File: src/rtl/uart_frame_chk_sat_counter.sv
// Saturating up-counter with synchronous clear.
// Ports: clk, n_rst (async active-low), inc (count one), clr (zero, wins over inc),
//        count (current value, holds at all ones).
module sat_counter #(
    parameter int WIDTH = 8
) (
    input  logic             clk,
    input  logic             n_rst,
    input  logic             inc,
    input  logic             clr,
    output logic [WIDTH-1:0] count
);

    always_ff @(posedge clk or negedge n_rst) begin
        if (!n_rst) begin
            count <= '0;
        end else if (clr) begin
            count <= '0;
        end else if (inc && (count != {WIDTH{1'b1}})) begin
            count <= count + 1'b1;
        end
    end

endmodule

File: config.mk
export PLATFORM = sky130hd
export DESIGN_NAME = sat_counter
export DESIGN_NICKNAME = d
export VERILOG_FILES = /design/src/rtl/uart_frame_chk_sat_counter.sv
export SDC_FILE = /design/constraint.sdc
export NUM_CORES = 1
export LEC_CHECK = 0
export CELL_PAD_IN_SITES_DETAIL_PLACEMENT = 1
export CELL_PAD_IN_SITES_GLOBAL_PLACEMENT = 2
export CORE_UTILIZATION = 24
export DETAILED_ROUTE_END_ITERATION = 6
export GPL_TIMING_DRIVEN = 0
export PLACE_DENSITY = 0.77
export SETUP_SLACK_MARGIN = 0.02
export SLEW_MARGIN = 15
export SYNTH_ARGS = -nofsm -noshare
export SYNTH_HDL_FRONTEND = slang
export SYNTH_SLANG_ARGS = --single-unit
File: constraint.sdc
create_clock -name clk -period 1.6 [get_ports clk]
set_input_delay 0.32 -clock clk [delete_from_list [all_inputs] [get_ports clk]]
set_output_delay 0.32 -clock clk [all_outputs]
set_load 0.005 [all_outputs]
==> flow_results.xml <==
<?xml version="1.0" encoding="UTF-8"?>
<metrics>
  <group name="outcome">
    <metric name="outcome" unit="">complete, no violations</metric>
  </group>
  <group name="sta">
    <metric name="min_period" unit="ns">1.53</metric>
    <metric name="worst_slew_pin_slew" unit="ns">0.439</metric>
    <metric name="max_freq" unit="MHz">655</metric>
    <metric name="timing.final.crit_share" unit="%">95.4</metric>
    <metric name="finalClockSkew" unit="ns">0.00408</metric>
    <metric name="slew_headroom" unit="%">70.8</metric>
    <metric name="setup_repair_after_global_routing_missed_its_margin" unit="">false</metric>
    <metric name="finalHoldViolCount" unit="">0</metric>
    <metric name="finalSetupViolCount" unit="">0</metric>
    <metric name="fin_max_slew_vios" unit="">0</metric>
    <metric name="layout_setup_ws" unit="ns">0.0736</metric>
  </group>
  <group name="cells_and_area">
    <metric name="area_growth_syn_to_layout" unit="%">46.1</metric>
    <metric name="post_route_cells_drive_above_1_share" unit="%">29.9</metric>
    <metric name="finish.instance_area" unit="µm²">678</metric>
    <metric name="antennaDiodeCount" unit="">0</metric>
    <metric name="finalCoreUtilization" unit="%">38.4</metric>
    <metric name="nets" unit="">74</metric>
    <metric name="leading_registers_by_flop_count" unit="">count: 8 flops</metric>
    <metric name="largest_register" unit="">count</metric>
    <metric name="largest_register_ffs" unit="">8</metric>
  </group>
  <group name="synth">
    <metric name="synthesis.instances" unit="">49</metric>
    <metric name="cell_accounting_for_the_most_synthesized_area" unit="">sky130_fd_sc_hd__dfrtp_1</metric>
    <metric name="area_share_of_the_leading_cell_type_in_the_synthesized_netlist" unit="%">43.1</metric>
    <metric name="synth_fp_nets" unit="">54</metric>
    <metric name="netlist_area" unit="µm²">464</metric>
    <metric name="synthMuxAreaShare" unit="%">7.01</metric>
    <metric name="ys_types" unit="">28</metric>
    <metric name="ys_seq_area_share" unit="%">43.1</metric>
    <metric name="synth-adder-area-share" unit="%">2.70</metric>
    <metric name="synth_simple_gate_area_share" unit="%">31.0</metric>
    <metric name="number_of_synthesis_warnings" unit="">0</metric>
    <metric name="synth_top_family_by_area" unit="">simple AND/OR/NAND/NOR gates</metric>
    <metric name="synth_area_per_cell" unit="µm²">9.47</metric>
    <metric name="ys_ff_latch" unit="">8</metric>
    <metric name="synth-compound-area-share" unit="%">12.7</metric>
    <metric name="synth_top_cells_by_area" unit="">sky130_fd_sc_hd__dfrtp_1 (43%), sky130_fd_sc_hd__mux2_2 (4.9%), sky130_fd_sc_hd__nor3_1 (4.3%)</metric>
    <metric name="synthXorXnorAreaFrac" unit="%">0</metric>
  </group>
  <group name="routing">
    <metric name="via_to_cell_ratio" unit="">4.91</metric>
    <metric name="totalWireLength" unit="µm">1240</metric>
    <metric name="drt_drc_violations_left" unit="">0</metric>
    <metric name="average_wire_length_per_cell_after_detail_routing" unit="µm">13.4</metric>
    <metric name="drt_pass1_iterations" unit="">3</metric>
    <metric name="dr.first_iter.drc_count" unit="">6</metric>
    <metric name="route.antenna.remaining_nets" unit="">0</metric>
    <metric name="num_vias" unit="">452</metric>
  </group>
  <group name="setup_path">
    <metric name="cp_cell_sequence" unit="">ha_4 -&gt; and4_2 -&gt; a21boi_2 -&gt; mux2_2</metric>
    <metric name="arrival" unit="ns">1.66</metric>
    <metric name="cp.required" unit="ns">1.74</metric>
    <metric name="critical-path-slowest-cell" unit="">sky130_fd_sc_hd__dfrtp_2</metric>
    <metric name="path_max_fanout" unit="">7</metric>
    <metric name="setup.worst_path.end_class" unit="">flip-flop</metric>
    <metric name="startpoint_type" unit="">flip-flop</metric>
    <metric name="timing.critical_path.slowest_cell_delay" unit="ns">0.44</metric>
    <metric name="timing_worst_setup_path_type" unit="">flip-flop to flip-flop</metric>
  </group>
  <group name="clock_tree">
    <metric name="cts_root_buffer_type" unit="">sky130_fd_sc_hd__clkbuf_4</metric>
    <metric name="cts_buffers" unit="">3</metric>
    <metric name="cts_num_sinks" unit="">8</metric>
    <metric name="cts_hold_buf" unit="">0</metric>
    <metric name="clock_slew_at_the_register_clock_pins_of_the_worst_setup_and_hold_paths" unit="ns">0.06</metric>
    <metric name="cts_tree" unit="">yes</metric>
    <metric name="clock_latency" unit="ns">0.25</metric>
    <metric name="cts_max_path_bufs" unit="">2</metric>
    <metric name="cts-htree-levels" unit="">1</metric>
  </group>
  <group name="placed_design">
    <metric name="pre_cts_slack" unit="ns">-0.0706</metric>
    <metric name="number_of_i_o_port_buffers" unit="">10</metric>
    <metric name="place_hpwl" unit="µm">804</metric>
    <metric name="placed_cell_area" unit="µm²">599</metric>
    <metric name="place_congestion" unit="">0.710</metric>
  </group>
  <group name="die">
    <metric name="die_w" unit="µm">46.0</metric>
    <metric name="overall_die_height" unit="µm">46.0</metric>
    <metric name="ios" unit="">12</metric>
    <metric name="floorplan.die_area" unit="µm²">2110</metric>
    <metric name="rows" unit="">15</metric>
    <metric name="design.core.area" unit="µm²">1760</metric>
    <metric name="initial_core_util" unit="%">26.3</metric>
  </group>
  <group name="grt">
    <metric name="wire_length_of_the_first_global_routing_pass" unit="µm">2010</metric>
    <metric name="grt_pass1_vias" unit="">427</metric>
    <metric name="gr-total-overflow" unit="">0</metric>
    <metric name="grt_antenna_before_repair" unit="">0</metric>
    <metric name="grt.total_usage" unit="%">14.3</metric>
    <metric name="grt_start_max_net_pins" unit="">11</metric>
  </group>
  <group name="min_path">
    <metric name="holdCritPathClass" unit="">primary input to asynchronous set/reset pin</metric>
  </group>
  <group name="pwr">
    <metric name="power.static_leakage" unit="µW">0.000256</metric>
    <metric name="totalPowerFinal" unit="µW">439</metric>
    <metric name="power_per_cell_area" unit="nW/µm²">648</metric>
    <metric name="vdd.ir_drop.worst" unit="µV">367</metric>
  </group>
  <group name="job">
    <metric name="cap_violations" unit="">0</metric>
  </group>
</metrics>
-- repair_timing --
action / 4_1_cts / 5_1_grt
endpoints found under the setup margin: 3 / 7
buffers inserted: 1 / 4
pin swaps: 1 / 1
gates resized for setup: 4 / 3
-- stage by stage --
stage	setup TNS (ns)	instances	hold slack (ns)
floorplan	0	49	0.0244
global placement	-0.143	84	0.589
detailed placement	-0.133	84	0.595
CTS	0	88	0.365
global route	0	92	0.359
finish	0	92	0.352
-- worst max-delay path: cells and delay by family, from the launching register on --
kind                       cells  cell delay, ns
adders and majority gates      1            0.19
AOI/OAI and AO/OA              1            0.17
and+or+nand+nor                1            0.26
DFF                            1            0.44
muxes                          1            0.34
-- cell usage in the layout (no fill, tap or decap), types with 2 or more instances in the layout --
| cell | synthesis | routed |
|---|---|---|
| sky130_fd_sc_hd__nand2_1 | 2 | 2 |
| sky130_fd_sc_hd__clkbuf_4 | 0 | 3 |
| sky130_fd_sc_hd__dfrtp_1 | 8 | 3 |
| sky130_fd_sc_hd__nor2_1 | 2 | 2 |
| sky130_fd_sc_hd__nand2b_1 | 3 | 3 |
| sky130_fd_sc_hd__clkdlybuf4s50_1 | 0 | 10 |
| sky130_fd_sc_hd__buf_4 | 0 | 5 |
| sky130_fd_sc_hd__nor2b_1 | 3 | 3 |
| sky130_fd_sc_hd__mux2_2 | 2 | 2 |
| sky130_fd_sc_hd__nand3_1 | 2 | 2 |
| sky130_fd_sc_hd__a21oi_1 | 3 | 3 |
| sky130_fd_sc_hd__inv_1 | 2 | 2 |
| sky130_fd_sc_hd__dfrtp_2 | 0 | 5 |
| sky130_fd_sc_hd__nor3_1 | 4 | 4 |
-- power breakdown --
group | switching (µW) | total (µW) | internal (µW)
registers | 8.61 | 217 | 208
clock network | 73.8 | 160 | 86.2
logic | 25.3 | 62.4 | 37.2
total | 108 | 439 | 332
-- metal layers --
layer,share of wire (%),wire (µm),track usage [%]
met5,0,0,0
met4,0.97,12,8.82
met3,1.9,24,5.95
met2,52,643,23.4
met1,45,556,15.1
-- cell families (layout without fill, tap and decap cells) --
family                   Yosys count  after routing
AND/OR/NAND/NOR                   24             24
adder cells (fa/ha/maj)            1              1
multiplexers                       3              3
flip-flops                         8              8
AO/OA/AOI/OAI                      9              9
buffers and inverters              4             22
-- final timing paths --
kind                                       from                   end  slack [ns]  cells past startpoint
max                        count[1]$_DFFE_PN0P_  count[0]$_DFFE_PN0P_        0.07                      4
min                                       n_rst  count[4]$_DFFE_PN0P_        0.35                      1
max reg2reg                count[1]$_DFFE_PN0P_  count[0]$_DFFE_PN0P_        0.07                      4
min reg2reg                count[7]$_DFFE_PN0P_  count[7]$_DFFE_PN0P_        0.60                      2
max in group asynchronous                 n_rst  count[5]$_DFFE_PN0P_        0.94                      1
min in group clk                            inc  count[2]$_DFFE_PN0P_        0.44                      3
-- synth_stat cells --
cell                        n
sky130_fd_sc_hd__mux2_2     2
sky130_fd_sc_hd__a31oi_1    1
sky130_fd_sc_hd__nand4_1    1
sky130_fd_sc_hd__nor3b_1    1
sky130_fd_sc_hd__a21boi_1   1
sky130_fd_sc_hd__a2111oi_0  1
sky130_fd_sc_hd__and3_1     1
sky130_fd_sc_hd__or3_1      1
sky130_fd_sc_hd__inv_1      2
sky130_fd_sc_hd__dfrtp_1    8
sky130_fd_sc_hd__mux2i_1    1
sky130_fd_sc_hd__and4_1     1
sky130_fd_sc_hd__buf_2      1
sky130_fd_sc_hd__nand3_1    2
sky130_fd_sc_hd__nor2b_1    3
sky130_fd_sc_hd__o21ai_0    1
sky130_fd_sc_hd__a21oi_1    3
sky130_fd_sc_hd__nor2_1     2
sky130_fd_sc_hd__ha_1       1
sky130_fd_sc_hd__nand2_1    2
sky130_fd_sc_hd__clkbuf_1   1
sky130_fd_sc_hd__a41oi_1    1
sky130_fd_sc_hd__nand3_2    1
sky130_fd_sc_hd__nand2b_1   3
sky130_fd_sc_hd__nor3_1     4
sky130_fd_sc_hd__and4_2     1
sky130_fd_sc_hd__nor4_1     1
sky130_fd_sc_hd__a211oi_1   1
-- area by class of cell --
type                    count  area, µm²
plain buffers               2       8.76
clock buffers               3       22.5
fillers                   218       1090
inverters                   2       7.51
multi-input cells          37        264
flip-flops and latches      8        206
well taps                  25       31.3
repair buffers             15        138
(Power assumes the default switching activity.)
